--- src/rtl/pc_sequencer.sv ---
// Fetch-stage PC sequencer: prioritised redirects, valid/ready fetch issue, stall support.
// Optional macro PC_ALIGN_CHECK_EN rejects misaligned redirect targets and reports them.
module pc_sequencer #(
  parameter int unsigned       WIDTH      = 32,
  parameter logic [WIDTH-1:0]  RESET_VEC  = 32'h00000060,
  parameter int unsigned       INC        = 4,
  parameter int unsigned       ALIGN_BITS = 2,
  parameter int unsigned       NUM_REDIR  = 2
) (
  input  logic                       clk,
  input  logic                       rst,
  input  logic [NUM_REDIR-1:0]       redir_valid,
  input  logic [NUM_REDIR*WIDTH-1:0] redir_target,
  input  logic                       stall,
  output logic                       req_valid,
  output logic [WIDTH-1:0]           req_addr,
  input  logic                       req_ready,
  output logic [WIDTH-1:0]           pc,
  output logic                       misalign_err,
  output logic [WIDTH-1:0]           misalign_addr
);

  typedef enum logic [1:0] {
    ST_BOOT  = 2'd0,
    ST_ISSUE = 2'd1,
    ST_HALT  = 2'd2
  } state_t;

  localparam logic [WIDTH-1:0] ALIGN_MASK = WIDTH'((64'd1 << ALIGN_BITS) - 64'd1);
  localparam logic [WIDTH-1:0] INC_W      = WIDTH'(INC);

  state_t           state_q, state_d;
  logic [WIDTH-1:0] pc_q, pc_d;
  logic             pend_valid_q, pend_valid_d;
  logic [WIDTH-1:0] pend_target_q, pend_target_d;
  logic             sel_valid_s;
  logic [WIDTH-1:0] sel_target_s;
  logic             use_valid_s;
  logic [WIDTH-1:0] use_target_s;

  // Priority select: scanning downward lets the lowest asserted index win.
  always_comb begin
    sel_valid_s  = 1'b0;
    sel_target_s = '0;
    for (int i = int'(NUM_REDIR) - 1; i >= 0; i--) begin
      if (redir_valid[i]) begin
        sel_valid_s  = 1'b1;
        sel_target_s = redir_target[i*WIDTH +: WIDTH];
      end else begin
        sel_valid_s  = sel_valid_s;
        sel_target_s = sel_target_s;
      end
    end
  end

`ifdef PC_ALIGN_CHECK_EN
  logic             mis_s;
  logic             misalign_err_q, misalign_err_d;
  logic [WIDTH-1:0] misalign_addr_q, misalign_addr_d;

  // Misaligned targets are dropped and reported instead of being used.
  always_comb begin
    mis_s           = sel_valid_s && (|(sel_target_s & ALIGN_MASK));
    use_valid_s     = sel_valid_s && !mis_s;
    use_target_s    = sel_target_s;
    misalign_err_d  = mis_s;
    if (mis_s) begin
      misalign_addr_d = sel_target_s;
    end else begin
      misalign_addr_d = misalign_addr_q;
    end
  end

  // Error report registers.
  always_ff @(posedge clk) begin
    if (!rst) begin
      misalign_err_q  <= 1'b0;
      misalign_addr_q <= '0;
    end else begin
      misalign_err_q  <= misalign_err_d;
      misalign_addr_q <= misalign_addr_d;
    end
  end

  assign misalign_err  = misalign_err_q;
  assign misalign_addr = misalign_addr_q;
`else
  // Without checking, the alignment bits are simply cleared.
  always_comb begin
    use_valid_s  = sel_valid_s;
    use_target_s = sel_target_s & ~ALIGN_MASK;
  end

  assign misalign_err  = 1'b0;
  assign misalign_addr = '0;
`endif

  // State register and PC/pending datapath flops.
  always_ff @(posedge clk) begin
    if (!rst) begin
      state_q       <= ST_BOOT;
      pc_q          <= RESET_VEC;
      pend_valid_q  <= 1'b0;
      pend_target_q <= '0;
    end else begin
      state_q       <= state_d;
      pc_q          <= pc_d;
      pend_valid_q  <= pend_valid_d;
      pend_target_q <= pend_target_d;
    end
  end

  // Next-state: a fetch address only advances on handshake or while no request is open.
  always_comb begin
    state_d       = state_q;
    pc_d          = pc_q;
    pend_valid_d  = pend_valid_q;
    pend_target_d = pend_target_q;
    case (state_q)
      ST_BOOT, ST_HALT: begin
        if (use_valid_s) begin
          pc_d = use_target_s;
        end else if (pend_valid_q) begin
          pc_d = pend_target_q;
        end else begin
          pc_d = pc_q;
        end
        pend_valid_d = 1'b0;
        state_d      = stall ? ST_HALT : ST_ISSUE;
      end
      ST_ISSUE: begin
        if (req_ready) begin
          if (use_valid_s) begin
            pc_d = use_target_s;
          end else if (pend_valid_q) begin
            pc_d = pend_target_q;
          end else begin
            pc_d = pc_q + INC_W;
          end
          pend_valid_d = 1'b0;
          state_d      = stall ? ST_HALT : ST_ISSUE;
        end else if (use_valid_s) begin
          // Request stays open; the newest redirect waits for the handshake.
          pend_valid_d  = 1'b1;
          pend_target_d = use_target_s;
        end else begin
          pend_valid_d  = pend_valid_q;
        end
      end
      default: begin
        state_d      = ST_BOOT;
        pend_valid_d = 1'b0;
      end
    endcase
  end

  // Outputs come straight from flops.
  always_comb begin
    req_valid = (state_q == ST_ISSUE);
    req_addr  = pc_q;
    pc        = pc_q;
  end

endmodule

--- config.mk ---
export PLATFORM = sky130hd
export DESIGN_NAME = pc_sequencer
export DESIGN_NICKNAME = d
export VERILOG_FILES = /design/src/rtl/pc_sequencer.sv
export SDC_FILE = /design/constraint.sdc
export NUM_CORES = 1
export LEC_CHECK = 0
export CAP_MARGIN = 0
export CORE_MARGIN = 2
export CORE_UTILIZATION = 48
export CTS_BUF_LIST = sky130_fd_sc_hd__clkbuf_4 sky130_fd_sc_hd__clkbuf_8
export DETAILED_ROUTE_END_ITERATION = 16
export GPL_TIMING_DRIVEN = 0
export PLACE_DENSITY = 0.94
export SLEW_MARGIN = 20
export SYNTH_ARGS = -nofsm -noshare
export SYNTH_HDL_FRONTEND = slang
export SYNTH_SLANG_ARGS = --single-unit
--- constraint.sdc ---
create_clock -name clk -period 3.2 [get_ports clk]
set_input_delay 0.64 -clock clk [delete_from_list [all_inputs] [get_ports clk]]
set_output_delay 0.64 -clock clk [all_outputs]
set_load 0.02 [all_outputs]
# [Word-level counts from Yosys, hierarchy flattened]
# Index checks and enable logic that the tools add are counted.
# W data, S select, Z words.
[totals] reg_bits=65 out_inout_bits=98 wordCells=31
[classes] add_sub_neg=1 eq_ne=4 muxes=13 n_bitwise=3 reduce_logical=6
[op_table] operator="$mux W32" n=7
[op_table] operator="$pmux W32 S2" n=1
[op_table] operator="$add A32 B3 Y32 const B" n=1
[op_table] operator="$reduce_and A3 Y1" n=2
[op_table] operator="$mux W2" n=2
[op_table] operator="$pmux W2 S2" n=1
[op_table] operator="$ne A3 B3 Y1 const B" n=1
[op_table] operator="$not A1 Y1" n=3
[op_table] operator="$reduce_or A3 Y1" n=1
[op_table] operator="$eq A2 B1 Y1 const B" n=1
[op_table] operator="$eq A2 B2 Y1 const B" n=1
[op_table] operator="$logic_not A2 Y1" n=1
[op_table] operator="$mux W1" n=2
[op_table] operator="$ne A2 B1 Y1 const B" n=1
[op_table] operator="$reduce_bool A2 Y1" n=1
[op_table] operator="$reduce_or A2 Y1" n=1

# [Depth between registers and ports, before layout]
# Gate-level depths: netlist of run 1.
[depth] word_depth=5 ltp_mapped=8 mapped_depth_nobuf=6

# [Worst setup path before layout of run 1]
# Ideal clock, no wire load.
[synth_path] path_kind="reg-to-reg" from="reg pc_q[2] (netlist: pc[2])" to="reg pc_q[24] (netlist: pc[24])" t_arrival_ns=2.267 setup_slack_ns=0.870 stages_incl_launch_ff=8 period_less_slack_ns=2.330 cell_sequence="dfxtp_1 > ha_1 > inv_1 > or3_1 > buf_6 > or4_4 > or4_1 > nand3_1"
[synth_between] elab_chain_cells=5
[synth_rtl] element="start: declaration" line_no="33" text="logic [WIDTH-1:0] pc_q, pc_d;"
[synth_rtl] element="start signal: assignment" line_no="107" text="pc_q <= pc_d;"
[synth_rtl] element="$add A32 B3 Y32" line_no="138" text="pc_d = pc_q + INC_W;"
[synth_rtl] element="$mux W32" line_no="135" text="end else if (pend_valid_q) begin"
[synth_rtl] element="$mux W32" line_no="133" text="if (use_valid_s) begin"
[synth_rtl] element="$mux W32" line_no="132" text="if (req_ready) begin"
[synth_rtl] element="$pmux W32 S2" line_no="119" text="case (state_q)"
# Every way passes these cells. The select of a mux whose other input is x is not followed.
# A chain may end at the register's enable or synchronous reset.

# [Worst setup path in the final report of run 1]
[layout_path] from="in redir_valid[1]" to="reg pc_q[22] (netlist: pc[22])"
[layout_between] elab_chain_cells=5
[layout_rtl] element="start: declaration" line_no="12" text="input logic [NUM_REDIR-1:0] redir_valid,"
[layout_rtl] element="$mux W32 / $mux W1 (equally long branches) (2 in series)" line_no="46" text="if (redir_valid[i]) begin"
[layout_rtl] element="$mux W32" line_no="133"
[layout_rtl] element="$mux W32" line_no="132"
[layout_rtl] element="$pmux W32 S2" line_no="119"
# Parallel ways exist; a longest one is shown, timed or not. The select of a mux whose other input is x is not followed.

==> flow_metrics.py, run 1 <==
metrics = {
    "outcome": {
        "outcome": "finished clean",
    },
    "sta": {
        "period_needed_ns": 2.873,
        "worst_pin_slew_ns": 1.020,
        "rsz0062_at_grt": "false",
        "fmax_ghz": 0.3481,
        "report.final.slew_viol_count": 0,
        "min_period_over_period_pct": 89.78,
        "final_hold_viol_count": 0,
        "slew_headroom_pct": 31.47,
        "finClkSkew_ns": 0.01347,
        "setup_viol": 0,
    },
    "critical_path": {
        "critPathCaptureType": "register",
        "critPathRequiredTime_ns": 3.44,
        "cp.arrival_ns": 3.11,
        "crit_path_cell_trace": "clkdlybuf4s50_1 -> or3_1 -> mux2i_1 -> clkbuf_1 -> clkbuf_1 -> o21ai_0 -> o21a_1",
        "crit_type": "in -> reg",
        "crit_family": "buffers and inverters",
        "cp_slowest_cell": "clkbuf_1",
        "cp_common_cell": "clkbuf_1",
        "crit_buf_inv": 3,
        "max_stage_delay_ns": 0.52,
        "worstPathMaxFanout": 10,
        "start_kind": "primary input",
    },
    "route": {
        "vias_per_cell": 5.850,
        "drt_first_pass_iters": 5,
        "first_iter_violations": 364,
        "ant_nets": 0,
        "drc": 0,
        "wirelength_mm": 13.86,
        "via_count": 4522,
        "routedWlPerCell_um": 17.93,
    },
    "synthesis": {
        "yosys.area.top_type": "dfxtp_1",
        "synth_warnings": 0,
        "ys_ff_latch": 63,
        "postSynthAreaPerCell_um2": 7.929,
        "synth_cell_type_count": 55,
        "synth_area_leaders": "dfxtp_1 (32%), buf_4 (13%), a211oi_1 (5.5%)",
        "synth_ff_type": "dfxtp_1",
        "synth_top_area_share_pct": 32.13,
        "syn_inst": 495,
        "synthesis.area_um2": 3925,
        "ys_seq_area_share_pct": 32.13,
        "synth-edff-count": 0,
        "async_flop_share_pct": 0,
    },
    "floorplanning": {
        "die_area_um2": 8916,
        "start_util_pct": 50.27,
        "core_area_um2": 7807,
        "die_w_um": 94.43,
        "ios": 168,
        "rows": 32,
        "fp.dieH_um": 94.43,
    },
    "layout": {
        "n_fill_cell": 643,
        "multi_input_area_um2": 2136,
        "final-instance-count-excl-fill": 773,
        "drive_gt1_share_pct": 14.01,
        "fin_nets": 738,
        "seq_area_um2": 1261,
        "diodes": 0,
        "final_cell_area_um2": 5640,
        "area_growth_pct": 43.70,
    },
    "power_and_ir_drop": {
        "power_density_nw_per_um2": 409.4,
        "max-vdd-ir-drop_v": 0.0002689,
        "p_leak_nw": 2.165,
    },
    "clock_network": {
        "cts_root_buf": "clkbuf_8",
        "clockBufferDepth": 2,
        "h-tree-depth": 3,
        "cts_made_buffers": 9,
        "clock_sinks": 63,
        "post_cts_resized": 0,
        "clk_pin_slew_ns": 0.08,
        "clk_latency_ns": 0.34,
        "cts_tree": "built",
        "cts_setup_buffers": 0,
        "ctsHoldBuffers": 0,
    },
    "hold_path": {
        "min_path_type": "reg -> reg",
    },
    "place": {
        "io_buffers": 125,
        "placed_area_um2": 5444,
        "gp_congestion": 0.9324,
        "dp_hpwl_mm": 10.21,
        "place_inst": 758,
    },
    "global_route": {
        "grt_pass1_vias": 4343,
        "grt_max_degree": 11,
        "antenna_found_initial": 0,
        "gr-total-overflow": 0,
        "track_usage_pct": 30.93,
        "grt_first_pass_wirelength_mm": 21.46,
    },
    "flow_run": {
        "maxCapViolations": 0,
    },
}
==> final cells by class <==
type                    instances  area share, %
clock buffers                  11          2.684
repair buffers                125          22.18
well taps                     102          2.263
multi-input cells             359          37.87
plain buffers                 100          11.25
flip-flops and latches         63          22.36
inverters                       9         0.5989
clock inverters                 4         0.7986
==> tightest hold or removal path, delay by kind of cell (launching register included) <==
family | cells | cell delay, ns
DFF | 1 | 0.31
and+or+nand+nor | 1 | 0.09
AOI/OAI and AO/OA | 1 | 0.05
==> stage by stage <==
| stage | TNS [ns] | hold slack, ns | setup slack, ns | utilization [%] | total power (W) |
|---|---|---|---|---|---|
| floorplan | 0 | 0.4513 | 0.8703 | - | 0.001308 |
| global placement | -0.00005551 | 0.4691 | -0.00005551 | 69.66 | 0.001591 |
| detailed placement | 0 | 0.4748 | 0.07389 | 69.73 | 0.001610 |
| CTS | 0 | 0.4913 | 0.4144 | 72.24 | 0.002300 |
| global route | 0 | 0.5246 | 0.2363 | 72.24 | 0.002397 |
| finish | 0 | 0.5000 | 0.3270 | 72.24 | 0.002309 |
==> cell usage in the layout (no fill, tap or decap), types with 10 or more instances in the layout <==
master           instances
a211oi_1                29
a21oi_1                 15
a22oi_1                 29
buf_4                   67
clkbuf_1                30
clkbuf_8                11
clkdlybuf4s50_1        125
conb_1                  37
dfxtp_1                 63
mux2i_1                 11
nand2_1                 41
nand3_1                 10
nor2_1                  42
o21ai_0                 27
==> registers in the layout (all words and copies together), names as in the netlist <==
| name | flops |
|---|---|
| pc | 30 |
| pend_target_q | 30 |
| state_q | 2 |
| pend_valid_q | 1 |
==> kinds of logic (layout without fill, tap and decap cells) <==
kind of cell | Yosys count | in the layout | share of synthesized area [%]
compound gates | 159 | 159 | 28.53
mux | 12 | 12 | 3.092
flops | 63 | 63 | 32.13
simple gates | 150 | 150 | 18.81
buf+inv | 109 | 249 | 17.02
other cells | 1 | 37 | 0.09554
fa+ha+maj | 1 | 1 | 0.3187
==> path summary, 6_finish.rpt <==
path	from	end	slack (ns)	cells after the start
worst max-delay path	redir_valid[1]	pc[22]	0.33	7
worst min-delay path	pend_target_q[14]	pend_target_q[14]	0.50	2
worst max register to register	pend_valid_q	pc[22]	0.77	6
worst min register to register	pend_target_q[14]	pend_target_q[14]	0.50	2
==> metal layers <==
layer	track usage, %	up-vias	wire length, µm
met5	0	-	0
met4	13.77	0	385
met3	5.427	36	1326
met2	52.08	315	6666
met1	38.68	2096	5479
li1	-	2075	-
==> cell usage after synthesis (all sizes together), types with 9 or more instances <==
library cell   n
inv            9
a32o           9
o21ai         27
a21oi         15
a22oi         29
nand2         41
mux2i         11
clkbuf        30
buf           70
nor3           9
dfxtp         63
a211oi        29
nand3         11
nor2          42
==> where the power goes <==
part | leakage [nW] | switching [W] | internal [W]
registers | 0.517 | 0.0000714 | 0.000838
logic | 1.54 | 0.000356 | 0.000341
clock network | 0.105 | 0.000309 | 0.000394
Power figures use the tool's default switching activity.
==> run 2, diff against run 1 <==
--- a/config.mk
+++ b/config.mk
@@ -11,7 +11,7 @@
 export CTS_BUF_LIST = sky130_fd_sc_hd__clkbuf_4 sky130_fd_sc_hd__clkbuf_8
 export DETAILED_ROUTE_END_ITERATION = 16
 export GPL_TIMING_DRIVEN = 0
-export PLACE_DENSITY = 0.94
+export PLACE_DENSITY = 0.91
 export SLEW_MARGIN = 20
 export SYNTH_ARGS = -nofsm -noshare
 export SYNTH_HDL_FRONTEND = slang
==> run 2 against run 1 <==
  * Die area stayed put
  * Maximum frequency decreased by 1.8%
  * Non-clock buffer count stayed put
  * Final cell count grew 0.13%
  * Highest routed layer unchanged
  * Total power up 5.2%
==> flow_metrics.py, run 2 (synthesized netlist as in run 1, its figures left out) <==
metrics = {
    "outcome": {
        "outcome": "finished clean",
    },
    "power_and_ir_drop": {
        "power_density_nw_per_um2": 428.1,
        "sw_frac_of_total_pct": 31.00,
        "p_leak_nw": 2.181,
        "seq_power_share_pct": 37.5,
        "combPwrFrac_pct": 28.7,
        "max-vdd-ir-drop_v": 0.0002833,
        "p_int_w": 0.001676,
        "netSwitchingPower_w": 0.0007532,
        "clockPowerShare_pct": 33.8,
    },
    "clock_network": {
        "clk_latency_ns": 0.36,
        "cts_made_buffers": 9,
        "clock_sinks": 63,
        "post_cts_resized": 0,
        "clockBufferDepth": 2,
        "h-tree-depth": 3,
        "ctsHoldBuffers": 0,
        "cts_setup_buffers": 0,
        "cts_tree": "built",
        "cts_root_buf": "clkbuf_8",
        "clk_pin_slew_ns": 0.07,
    },
    "sta": {
        "rsz0062_at_grt": "false",
        "fmax_ghz": 0.3418,
        "worst_pin_slew_ns": 0.9067,
        "final_hold_viol_count": 0,
        "min_period_over_period_pct": 91.44,
        "finClkSkew_ns": 0.01003,
        "report.final.slew_viol_count": 0,
        "period_needed_ns": 2.926,
        "setup_viol": 0,
        "slew_headroom_pct": 39.08,
    },
    "floorplanning": {
        "fp.dieH_um": 94.43,
        "rows": 32,
        "core_area_um2": 7807,
        "die_area_um2": 8916,
        "start_util_pct": 50.27,
        "die_w_um": 94.43,
        "ios": 168,
    },
    "layout": {
        "final-instance-count-excl-fill": 774,
        "final_common_cell": "clkdlybuf4s50_1",
        "area_growth_pct": 44.60,
        "drive_gt1_share_pct": 14.14,
        "final_cell_area_um2": 5675,
        "fin_nets": 738,
        "final_core_util_pct": 72.69,
        "diodes": 0,
        "final_cell_mix": "clkdlybuf4s50_1 (125), buf_4 (67), dfxtp_1 (63)",
    },
    "global_route": {
        "grt_first_pass_wirelength_mm": 21.45,
        "grt_max_degree": 11,
        "grt_pass1_vias": 4179,
        "track_usage_pct": 31.14,
        "antenna_found_initial": 0,
        "gr-total-overflow": 0,
    },
    "place": {
        "place_inst": 758,
        "io_buffers": 125,
        "placed_area_um2": 5444,
        "gp_congestion": 0.9258,
        "dp_hpwl_mm": 10.06,
    },
    "route": {
        "via_count": 4527,
        "wirelength_mm": 13.93,
        "routedWlPerCell_um": 17.99,
        "first_iter_violations": 354,
        "vias_per_cell": 5.849,
        "drt_first_pass_iters": 5,
        "drc": 0,
        "ant_nets": 0,
    },
    "critical_path": {
        "cp.arrival_ns": 3.18,
        "critPathRequiredTime_ns": 3.45,
        "critPathCaptureType": "register",
        "worstPathMaxFanout": 10,
        "crit_type": "in -> reg",
        "start_kind": "primary input",
    },
    "flow_run": {
        "maxCapViolations": 0,
    },
    "hold_path": {
        "min_path_type": "reg -> reg",
    },
}
-- run 2: cell types whose count changed in the layout (fill, tap and decap cells not counted), sizes merged --
cell and delta:
clkbuf +2, clkinv -2, bufinv +1
-- run 2: path summary, 6_finish.rpt --
path              depth (start not counted)                end              start  slack [ns]
setup / recovery                          7             pc[22]     redir_valid[1]        0.27
hold / removal                            2  pend_target_q[20]  pend_target_q[20]        0.50
setup reg to reg                          7             pc[25]             pc[10]        0.69
hold reg to reg                           2  pend_target_q[20]  pend_target_q[20]        0.50
-- run 2: power by group through the flow --
stage / clock (W) / sequential (W) / combinational [W]
floorplan: 0 / 0.000946 / 0.000362
global placement: 0 / 0.000919 / 0.000672
detailed placement: 0 / 0.000923 / 0.000685
CTS: 0.000814 / 0.000907 / 0.000690
global route: 0.000846 / 0.000918 / 0.000740
finish: 0.000822 / 0.000910 / 0.000697
-- run 2: cell type report --
type,instances,area (µm²)
inverter,9,33.78
clock inverter,3,65.06
timing repair buffer,125,1251
tap,102,127.6
multi-input combinational,359,2136
buffer,100,634.4
clock buffer,13,166.4
fill,640,2132
sequential,63,1261
-- run 2: critical path, cell delays in order --
cell,delay (ns)
clkdlybuf4s50_1,0.49
or3_1,0.42
mux2i_1,0.21
clkbuf_1,0.49
clkbuf_1,0.51
o21ai_0,0.21
o21a_1,0.21
-- run 2: per-stage QoR --
step	hold slack (ns)	TNS, ns	setup WS (ns)	power (W)
after floorplan	0.4513	0	0.8703	0.001308
after global placement	0.4676	-0.1057	-0.04758	0.001592
after detailed placement	0.4869	0	0.06085	0.001608
after CTS	0.5024	0	0.3522	0.002410
after global routing	0.5279	0	0.1956	0.002505
final	0.5020	0	0.2740	0.002430
-- run 2: per-layer routing --
layer	vias up	global-route usage, %	wire [µm]
met4	0	14.37	407
li1	2087	-	-
met2	308	51.85	6663
met5	-	0	0
met3	38	4.629	1469
met1	2094	39.76	5388
==> run 3, diff against run 2 <==
--- a/config.mk
+++ b/config.mk
@@ -9,10 +9,10 @@
 export CORE_MARGIN = 2
 export CORE_UTILIZATION = 48
 export CTS_BUF_LIST = sky130_fd_sc_hd__clkbuf_4 sky130_fd_sc_hd__clkbuf_8
+export CTS_CLUSTER_SIZE = 24
 export DETAILED_ROUTE_END_ITERATION = 16
 export GPL_TIMING_DRIVEN = 0
 export PLACE_DENSITY = 0.91
-export SLEW_MARGIN = 20
 export SYNTH_ARGS = -nofsm -noshare
 export SYNTH_HDL_FRONTEND = slang
 export SYNTH_SLANG_ARGS = --single-unit
==> run 3 against run 2 <==
  * Total power is 6.8% lower
  * Clock skew is 0.0054 ns lower
  * Design area is 0.88% lower
  * Count of clock-buffer cells in the layout rose by 1
  * Wire length down 1.0%
  * Maximum frequency decreased by 5.0%
  * Via count down 1.4%
  * Worst setup slack worse by 0.15 ns
  * Register-to-register slack worse by 0.29 ns
==> flow_metrics.py, run 3 (synthesized netlist as in run 1, its figures left out) <==
metrics = {
    "outcome": {
        "outcome": "finished clean",
    },
    "layout": {
        "final_cell_mix": "clkdlybuf4s50_1 (125), buf_4 (67), dfxtp_1 (63)",
        "final-instance-count-excl-fill": 772,
        "area_growth_pct": 43.32,
        "n_fill_cell": 647,
        "final_common_cell": "clkdlybuf4s50_1",
        "diodes": 0,
        "fin_nets": 738,
        "drive_gt1_share_pct": 13.73,
    },
    "critical_path": {
        "critPathRequiredTime_ns": 3.48,
        "cp.arrival_ns": 3.36,
        "crit_family": "simple AND/OR/NAND/NOR gates",
        "max_stage_delay_ns": 1.10,
        "critPathCaptureType": "register",
        "cp_slowest_cell": "nor3_1",
        "worstPathMaxFanout": 10,
        "crit_buf_inv": 2,
        "rrSetupSlack_ns": 0.40,
        "start_kind": "primary input",
        "crit_type": "in -> reg",
        "crit_path_cell_trace": "clkdlybuf4s50_1 -> nor3_1 -> clkbuf_1 -> a21boi_0 -> o31ai_1 -> a32o_1",
    },
    "clock_network": {
        "clk_latency_ns": 0.34,
        "cts_tree": "built",
        "clockBufferDepth": 2,
        "post_cts_resized": 0,
        "cts_root_buf": "clkbuf_8",
        "clock_sinks": 63,
        "ctsHoldBuffers": 0,
        "h-tree-depth": 3,
        "cts_made_buffers": 9,
        "cts_setup_buffers": 0,
        "clk_pin_slew_ns": 0.06,
    },
    "hold_path": {
        "min_path_type": "reg -> reg",
    },
    "floorplanning": {
        "core_area_um2": 7807,
        "rows": 32,
        "die_w_um": 94.43,
        "fp.dieH_um": 94.43,
        "start_util_pct": 50.27,
        "die_area_um2": 8916,
        "ios": 168,
    },
    "place": {
        "gp_congestion": 0.9258,
        "io_buffers": 125,
        "dp_hpwl_mm": 10.04,
        "place_inst": 758,
    },
    "route": {
        "via_count": 4462,
        "routedWlPerCell_um": 17.85,
        "wirelength_mm": 13.78,
        "ant_nets": 0,
        "drc": 0,
        "drt_first_pass_iters": 6,
        "vias_per_cell": 5.780,
        "first_iter_violations": 390,
    },
    "sta": {
        "setup_viol": 0,
        "worst_pin_slew_ns": 1.365,
        "report.final.slew_viol_count": 0,
        "min_period_over_period_pct": 96.26,
        "rsz0062_at_grt": "false",
        "final_hold_viol_count": 0,
        "finClkSkew_ns": 0.004600,
        "slew_headroom_pct": 8.323,
        "fmax_ghz": 0.3246,
        "period_needed_ns": 3.080,
    },
    "global_route": {
        "grt_first_pass_wirelength_mm": 20.96,
        "track_usage_pct": 30.46,
        "grt_pass1_vias": 4122,
        "antenna_found_initial": 0,
        "grt_max_degree": 11,
        "gr-total-overflow": 0,
    },
    "power_and_ir_drop": {
        "power_density_nw_per_um2": 402.6,
        "p_leak_nw": 2.158,
        "max-vdd-ir-drop_v": 0.0001876,
        "total_power_w": 0.002265,
    },
    "flow_run": {
        "maxCapViolations": 0,
    },
}
run 3: cell types whose count changed in the layout (fill, tap and decap cells not counted), sizes merged:
cell,change
bufinv,-2
clkinv,-1
clkbuf,+1
run 3: worst reg2reg max path: stages, from the launching register on:
cell	delay, ns
dfxtp_1	0.35
nor3b_1	0.20
nor3_1	1.04
clkbuf_1	0.62
a21boi_0	0.26
o31ai_1	0.12
a32o_1	0.15
run 3: power by group:
group	internal (W)	switching [W]	total [W]
clock network	0.000366	0.000292	0.000659
logic	0.000340	0.000356	0.000696
registers	0.000838	0.0000715	0.000910
total	0.00154	0.000720	0.00226
run 3: layer usage:
layer  global-route usage (%)  routed length (µm)
met1                    39.44                5453
met2                    50.65                6571
met3                    4.070                1343
met4                    13.53                 416
met5                        0                   0
run 3: final cells by class:
cell class	count	area, µm²	area share (%)
plain buffers	100	634.4	11.28
clock buffers	14	186.4	3.314
inverters	9	33.78	0.6005
repair buffers	125	1251	22.24
well taps	102	127.6	2.269
flip-flops and latches	63	1261	22.42
multi-input cells	359	2131	37.88
run 3: path summary, 6_finish.rpt:
kind              cells after the start  endpoint        startpoint
setup / recovery                      6    pc[16]    redir_valid[1]
hold / removal                        2     pc[9]  pend_target_q[9]
hold reg to reg                       2     pc[9]  pend_target_q[9]
setup reg to reg                      6    pc[16]        state_q[0]
run 3: through the flow:
| stage | setup TNS [ns] | instance area, µm² | util, % | hold slack [ns] | worst slack [ns] |
|---|---|---|---|---|---|
| 3_3_place_gp | -0.1057 | 5439 | 69.66 | 0.4676 | -0.04758 |
| 5_1_grt | 0 | 5625 | 72.05 | 0.5044 | 0.09041 |
| 3_5_place_dp | -0.4087 | 5439 | 69.66 | 0.4823 | -0.1410 |
| 4_1_cts | 0 | 5625 | 72.05 | 0.4925 | 0.2475 |
| 6_report | 0 | 5625 | 72.05 | 0.4933 | 0.1197 |
| 2_1_floorplan | 0 | 4060 | - | 0.4513 | 0.8703 |
